--- config.mk ---
export PLATFORM = sky130hd
export DESIGN_NAME = execute_unit
export DESIGN_NICKNAME = d
export VERILOG_FILES = /design/src/rtl/execute_unit.sv
export SDC_FILE = /design/constraint.sdc
export NUM_CORES = 1
export LEC_CHECK = 0
export BUFFER_PORTS_ARGS = -buffer_cell sky130_fd_sc_hd__buf_2
export CAP_MARGIN = 40
export CORE_ASPECT_RATIO = 0.9
export CORE_MARGIN = 1.5
export CORE_UTILIZATION = 64
export DETAILED_ROUTE_END_ITERATION = 12
export GPL_ROUTABILITY_DRIVEN = 0
export PLACE_DENSITY = 0.93
export SLEW_MARGIN = 20
export SYNTH_ARGS = -nofsm -noshare
export SYNTH_HDL_FRONTEND = slang
export SYNTH_SLANG_ARGS = --single-unit
--- constraint.sdc ---
create_clock -name clk -period 8.45 [get_ports clk]
set_input_delay 0.4225 -clock clk [delete_from_list [all_inputs] [get_ports clk]]
set_output_delay 0.4225 -clock clk [all_outputs]
set_load 0.005 [all_outputs]
--- src/rtl/execute_unit.sv ---
// Single-issue ALU execute stage with a registered writeback port.
// Define EXEC_MUL_EN to build the iterative shift-add multiplier; otherwise opcode 111 is rejected via illegal.
module execute_unit #(
  parameter int DATA_W = 16,
  parameter int ADDR_W = 4
) (
  input  logic              clk,
  input  logic              reset_n,
  input  logic              issue_valid,
  output logic              issue_ready,
  input  logic [2:0]        issue_op,
  input  logic [ADDR_W-1:0] issue_rd,
  input  logic [DATA_W-1:0] operand_a,
  input  logic [DATA_W-1:0] operand_b,
  output logic              wb_enable,
  output logic [ADDR_W-1:0] wb_addr,
  output logic [DATA_W-1:0] wb_data,
  output logic              busy,
  output logic              flag_zero,
  output logic              flag_carry,
  output logic              illegal
);

  localparam logic [2:0] OP_ADD = 3'b000;
  localparam logic [2:0] OP_SUB = 3'b001;
  localparam logic [2:0] OP_AND = 3'b010;
  localparam logic [2:0] OP_OR  = 3'b011;
  localparam logic [2:0] OP_XOR = 3'b100;
  localparam logic [2:0] OP_SHL = 3'b101;
  localparam logic [2:0] OP_SHR = 3'b110;
  localparam logic [2:0] OP_MUL = 3'b111;

  typedef enum logic {IDLE, MUL} state_e;

  // Returns {carry, result}; carry is the carry-out for ADD and the borrow for SUB.
  function automatic logic [DATA_W:0] alu_op(input logic [2:0] op,
                                             input logic [DATA_W-1:0] a,
                                             input logic [DATA_W-1:0] b);
    logic [DATA_W:0] r;
    r = '0;
    case (op)
      OP_ADD:  r = {1'b0, a} + {1'b0, b};
      OP_SUB:  r = {1'b0, a} - {1'b0, b};
      OP_AND:  r = {1'b0, a & b};
      OP_OR:   r = {1'b0, a | b};
      OP_XOR:  r = {1'b0, a ^ b};
      OP_SHL:  r = {1'b0, a << b[3:0]};
      OP_SHR:  r = {1'b0, a >> b[3:0]};
      default: r = '0;
    endcase
    return r;
  endfunction

  state_e              state_q, state_d;
  logic                wb_en_q, wb_en_d;
  logic [ADDR_W-1:0]   wb_addr_q, wb_addr_d;
  logic [DATA_W-1:0]   wb_data_q, wb_data_d;
  logic                zero_q, zero_d;
  logic                carry_q, carry_d;
  logic                illegal_q, illegal_d;
  logic [DATA_W:0]     alu_res;
  logic                accept;

`ifdef EXEC_MUL_EN
  localparam int CNT_W = $clog2(DATA_W);
  localparam logic [CNT_W-1:0] CNT_LAST = CNT_W'(DATA_W - 1);

  logic                busy_q, busy_d;
  logic [ADDR_W-1:0]   rd_q, rd_d;
  logic [2*DATA_W-1:0] acc_q, acc_d;
  logic [2*DATA_W-1:0] mcand_q, mcand_d;
  logic [DATA_W-1:0]   mplier_q, mplier_d;
  logic [CNT_W-1:0]    cnt_q, cnt_d;
  logic [2*DATA_W-1:0] acc_step;
`endif

  assign issue_ready = (state_q == IDLE);
  assign accept      = issue_valid && issue_ready;
  assign alu_res     = alu_op(issue_op, operand_a, operand_b);

  always_comb begin
    state_d   = state_q;
    wb_en_d   = 1'b0;
    wb_addr_d = wb_addr_q;
    wb_data_d = wb_data_q;
    zero_d    = zero_q;
    carry_d   = carry_q;
    illegal_d = 1'b0;
`ifdef EXEC_MUL_EN
    busy_d    = busy_q;
    rd_d      = rd_q;
    acc_d     = acc_q;
    mcand_d   = mcand_q;
    mplier_d  = mplier_q;
    cnt_d     = cnt_q;
    acc_step  = mplier_q[0] ? (acc_q + mcand_q) : acc_q;
`endif

    if (accept) begin
      if (issue_op == OP_MUL) begin
`ifdef EXEC_MUL_EN
        state_d  = MUL;
        busy_d   = 1'b1;
        rd_d     = issue_rd;
        acc_d    = '0;
        mcand_d  = {{DATA_W{1'b0}}, operand_a};
        mplier_d = operand_b;
        cnt_d    = '0;
`else
        illegal_d = 1'b1;
`endif
      end else begin
        wb_en_d   = 1'b1;
        wb_addr_d = issue_rd;
        wb_data_d = alu_res[DATA_W-1:0];
        zero_d    = (alu_res[DATA_W-1:0] == '0);
        carry_d   = alu_res[DATA_W];
      end
    end

`ifdef EXEC_MUL_EN
    // One partial product per cycle; the last iteration writes back directly from the adder.
    if (state_q == MUL) begin
      acc_d    = acc_step;
      mcand_d  = mcand_q << 1;
      mplier_d = mplier_q >> 1;
      cnt_d    = cnt_q + CNT_W'(1);
      if (cnt_q == CNT_LAST) begin
        state_d   = IDLE;
        busy_d    = 1'b0;
        wb_en_d   = 1'b1;
        wb_addr_d = rd_q;
        wb_data_d = acc_step[DATA_W-1:0];
        zero_d    = (acc_step[DATA_W-1:0] == '0);
        carry_d   = |acc_step[2*DATA_W-1:DATA_W];
      end
    end
`endif
  end

  always_ff @(posedge clk) begin
    if (!reset_n) begin
      state_q   <= IDLE;
      wb_en_q   <= 1'b0;
      wb_addr_q <= '0;
      wb_data_q <= '0;
      zero_q    <= 1'b0;
      carry_q   <= 1'b0;
      illegal_q <= 1'b0;
`ifdef EXEC_MUL_EN
      busy_q    <= 1'b0;
`endif
    end else begin
      state_q   <= state_d;
      wb_en_q   <= wb_en_d;
      wb_addr_q <= wb_addr_d;
      wb_data_q <= wb_data_d;
      zero_q    <= zero_d;
      carry_q   <= carry_d;
      illegal_q <= illegal_d;
`ifdef EXEC_MUL_EN
      busy_q    <= busy_d;
`endif
    end
  end

`ifdef EXEC_MUL_EN
  // Multiplier datapath needs no reset: it is fully loaded on every MUL acceptance.
  always_ff @(posedge clk) begin
    rd_q     <= rd_d;
    acc_q    <= acc_d;
    mcand_q  <= mcand_d;
    mplier_q <= mplier_d;
    cnt_q    <= cnt_d;
  end

  assign busy = busy_q;
`else
  assign busy = 1'b0;
`endif

  assign wb_enable  = wb_en_q;
  assign wb_addr    = wb_addr_q;
  assign wb_data    = wb_data_q;
  assign flag_zero  = zero_q;
  assign flag_carry = carry_q;
  assign illegal    = illegal_q;

endmodule
* Word-level counts from Yosys, hierarchy flattened
Index checks and enable logic that the tools add are counted.
** Storage, ports and cells
- Register bits :: 24
- Logic and storage cells :: 28
- Output and inout bits :: 26
- Bits of input ports :: 42
** Operators by class
- Equality and inequality tests :: 7
- Mux-type cells :: 3
- Bitwise operators :: 4
- Shift operators :: 2
- Add/sub/neg operators :: 2
- Reductions and logical operators :: 4
** Operator list (number)
- 17-bit case mux with 7 select lines :: 1
- 16-bit by 16-bit adder with 17-bit output :: 1
- 16-bit by 16-bit subtractor with 17-bit output :: 1
- 16-bit bitwise AND :: 1
- 16-bit logical NOT :: 1
- 16-bit OR :: 1
- 16-bit by 4-bit left shift with 16-bit output :: 1
- 16-bit by 4-bit >> shifter with 16-bit output :: 1
- 16-bit XOR :: 1
- 3-bit equality test (second input constant) :: 4
- 3-bit by 2-bit equality test with 1-bit output (second input constant) :: 2
- 2-bit AND reduction :: 2
- 3-bit by 1-bit equality test with 1-bit output (second input constant) :: 1
- 3-bit logical NOT :: 1
- 1-bit two-way mux :: 2
- 1-bit inverter :: 1

* Depth between registers and ports, before layout
- Depth after elaboration :: 3
- Mapped depth :: 20
- Mapped depth without buffers :: 17

* Least setup slack after synthesis
Ideal clock, no wire load.
- Path kind :: input port to flip-flop
- Start point :: input issue_op[2]
- End point :: register zero_q (netlist: flag_zero)
- Setup slack :: 4.565 ns
- Cell stages on the path :: 18
- Path buffers :: 4
- Required time :: 8.381 ns
- Data arrival time :: 3.816 ns
- Library setup time :: 0.069 ns
- Cells stage by stage :: clkbuf_1 -> buf_2 -> nor2_1 -> clkbuf_1 -> nand2_1 -> clkbuf_1 -> o21ai_0 -> inv_1 -> ha_1 -> nor2b_1 -> o31a_1 -> o41ai_2 -> a31oi_1 -> a221oi_1 -> nor4b_1 -> a211oi_1 -> nand4_1 -> o21ai_1
** On the way
- Word-level cells in the longest chain between the ends :: 3
- Elaborated cells between the ends (all ways) :: 12
- Classes of those cells :: eq/ne (7); mux (1); bitwise (1); reduce/logical (3)
** Ends and longest elaborated chain
- start: declaration :: RTL line 11 : input logic [2:0] issue_op,
- 3-bit equality test (tied with other cells) :: RTL line 41 : case (op)
- 17-bit case mux with 7 select lines or 1-bit inverter (tied branches)
- 16-bit logical NOT or 2-bit AND reduction (tied branches)
- end signal: assignment :: RTL line 158 : zero_q <= zero_d;
- end: declaration :: RTL line 58 : logic zero_q, zero_d;
Several ways; a longest one is shown, not always the timed one.
A chain may end at the register's enable or synchronous reset.

* Worst setup path after layout
- Start point :: input operand_b[0]
- End point :: register zero_q (netlist: flag_zero)
** On the way
- Word-level cells in the longest chain between the ends :: 3
- Elaborated cells between the ends (all ways) :: 9
- Classes of those cells :: add/sub (2); shift (2); mux (1); bitwise (3); reduce/logical (1)
** Ends and longest elaborated chain
- start: declaration :: RTL line 14 : input logic [DATA_W-1:0] operand_b,
- 16-bit by 16-bit subtractor with 17-bit output (tied with other cells) :: RTL line 43 : OP_SUB: r = {1'b0, a} - {1'b0, b};
- 17-bit case mux with 7 select lines (*) :: RTL line 41
- 16-bit logical NOT (*) :: RTL line 116 : zero_d = (alu_res[DATA_W-1:0] == '0);
Every way passes the cells marked *; elsewhere a longest branch is shown, timed or not.

==> flow_summary.ini <==
[pwr]
swShare_pct = 45.3
finalPower_uw = 490
clockPowerShare_pct = 13.5
switching_power_uw = 222
peakVddDrop_mv = 0.0829
seq_power_share_pct = 25.6
internal_power_uw = 268
powerDensity_nw_per_um2 = 102
p_leak_nw = 2.21
p_comb_share_pct = 60.9

[grt]
grt_usage_pct = 36.8
grt_pass1_vias = 4524
antenna_found_initial = 0
grt_max_degree = 43
grt_overflow = 0
grt_pass1_wl_microns = 22200

[die]
die_y_microns = 82.4
core_sq_um = 6660
num_rows = 28
pin_count = 68
die-area_sq_um = 7510
die_w_microns = 91.2
initial_core_util_pct = 67.3

[logic_synthesis]
yosysUniqueCellTypes = 72
ys_ff_latch = 24
seq_area_frac_synth_pct = 10.7
synth_edf_count = 0
syn_area_per_cell_sq_um = 7.49
ys_warn_count = 0
syn_nets = 691
synth_flop_cell = dfxtp_1
synthArstFlopShare_pct = 0
synthCells = 598
syn-cell-area_sq_um = 4480

[layout]
layout.cells.non_filler = 720
final_net_count = 725
layout-drive-gt1-share_pct = 15.2
syn_to_final_growth_pct = 6.87
n_antenna_cell = 0

[sta]
period_needed_ns = 4.42
setup_viol = 0
hold_violations = 0
setup_tns_ns = 0
fin_crit_sh_pct = 52.3
worstMarginPinSlew_ns = 0.897
skew_ns = 0
slew_headroom_pct = 39.7
fmax_mhz = 226
rsz0062_at_grt = false
report.final.slew_viol_count = 0
hold_ws_ns = 0.402

[worst_setup_path]
cp_slowest_stage_delay_ns = 0.56
worstSetupStartpointType = input port
worstSetupPathType = input port to flip-flop
path_max_fanout = 40
cp_top_family = compound AO/OA/AOI/OAI gates
crit_path_end_kind = flip-flop
path_buf_inv = 3
path_cells = buf_2 > inv_1 > ha_1 > nand2_1 > o21ai_0 > inv_1 > ha_1 > nor2b_1 > o31a_1 > o41ai_2 > a31oi_1 > a221oi_1 > nor4b_1 > a211oi_1 > nand4_1 > o21ai_1
required_ns = 8.65
slowest_stage = buf_2
rrSetupSlack_ns = 7.64
worstPathArrival_ns = 4.62

[detailed_routing]
drt_iter0_markers = 906
wl_microns = 14200
vias = 5086
first_pass_iters = 9
routedWlPerCell_microns = 19.8
vias_per_cell = 7.06
drc = 0
ant_nets = 0

[worst_hold_path]
holdCritPathClass = input port to flip-flop

[clock_network]
post_cts_resized = 0
cts_tree = done
cts_sinks = 24
path_clk_slew_ns = 0.08
cts_made_buffers = 3
clockRootBuffer = clkbuf_8
clockBufferDepth = 2
clkLatencyLatePin_ns = 0.26
ctsHoldBuffers = 0
cts_max_level = 1
post_cts_buffers = 0

[flow_run]
drv_cap = 0

[placed_design]
post-place-cells = 716
io_buffers = 65
dp_hpwl_microns = 10900

[status]
outcome = completed
## sequential cells by signal, summed over array words and instances, names as in the netlist
register / flops
flag_zero: 1
wb_data: 16
wb_enable: 1
illegal: 1
flag_carry: 1
wb_addr: 4
## power by group through the flow
stage,sequential (mW),clock [mW],combinational [mW]
after global placement,0.128,0,0.269
after detailed placement,0.128,0,0.280
after global routing,0.126,0.0712,0.319
final,0.125,0.0661,0.298
after floorplan,0.129,0,0.200
after CTS,0.125,0.0659,0.282
## metrics by stage
step                      utilization [%]  instance area, sq um  setup slack [ns]
after global placement               70.7                  4700              4.02
after global routing                 71.9                  4790              3.64
after detailed placement             71.0                  4730              3.85
final                                71.9                  4790              4.03
after floorplan                         -                  4480              4.57
after CTS                            71.6                  4770              4.12
## routing by layer
layer	share of wire (%)	track usage, %	routed length, microns
met1	38	47.7	5420
met2	42	58.8	5990
met3	15	9.89	2130
met4	4.8	14.1	677
met5	0	0	0
## final cells by class
type                       count  area (sq um)
multi-input combinational    491          3620
fill                         508          1870
sequential                    24           480
timing repair buffer          69           375
inverter                      43           161
tap                           90           113
clock buffer                   3          41.3
## cell usage in the layout, fill, tap and decap left out, types with 4 or more instances in the layout
master,netlist,layout
o221ai_1,4,4
nor2b_1,9,9
inv_1,42,42
nor2_1,51,51
a211oi_1,13,13
nor3_1,12,12
mux2_2,7,7
and3_1,5,5
nand2b_1,8,8
nor3b_1,6,6
o21ai_0,31,31
nand2_1,55,55
o211a_1,7,7
mux4_2,7,7
a21boi_0,8,8
a22o_1,5,5
a21oi_1,32,32
nand3b_1,10,10
dfxtp_1,24,24
mux2i_1,32,32
a22oi_1,9,9
buf_2,12,65
and2_1,5,5
o211ai_1,8,8
xnor2_1,16,16
or2_2,5,5
o22ai_1,6,6
a221oi_1,4,4
ha_1,50,50
a31oi_1,8,8
nand3_1,19,19
o31ai_1,7,7
## cells by family after synthesis
| group | synth area share (%) |
|---|---|
| xor gates and xnor gates | 3.72 |
| DFF | 10.7 |
| and+or+nand+nor | 21.9 |
| other | 0.168 |
| muxes | 13.6 |
| adders and majority gates | 14.4 |
| AOI/OAI and AO/OA | 26.9 |
| buffers and inverters | 8.55 |
## worst min-delay path, stage by stage
cell and delay, ns:
buf_2 0.10, nand2_1 0.04, a21boi_0 0.06
## final timing paths
path                                          startpoint                        to  depth (start not counted)
worst max register to register   wb_data[8]$_SDFFE_PN0P_   wb_data[8]$_SDFFE_PN0P_                          2
worst min register to register  wb_data[11]$_SDFFE_PN0P_  wb_data[11]$_SDFFE_PN0P_                          2
worst max-delay path                        operand_b[0]    flag_zero$_SDFFE_PN0P_                         16
worst min-delay path                         issue_rd[2]   wb_addr[2]$_SDFFE_PN0P_                          3
## cell usage after synthesis (7+ instances only)
cell type	number	share of area (%)
nand2_1	55	4.6
nor2_1	51	4.3
ha_1	50	14
inv_1	42	3.5
a21oi_1	32	3.6
mux2i_1	32	7.2
o21ai_0	31	3.5
dfxtp_1	24	11
nand3_1	19	2.1
clkbuf_1	17	1.4
xnor2_1	16	3.1
a211oi_1	13	2.2
buf_2	12	1.3
nor3_1	12	1.3
nand3b_1	10	1.7
a22oi_1	9	1.5
nor2b_1	9	1.3
a21boi_0	8	1.3
a31oi_1	8	1.1
nand2b_1	8	1.1
o211ai_1	8	1.3
mux2_2	7	1.8
mux4_2	7	3.5
o211a_1	7	1.6
o31ai_1	7	1.2
No activity file was read; power rests on OpenSTA's default activity.
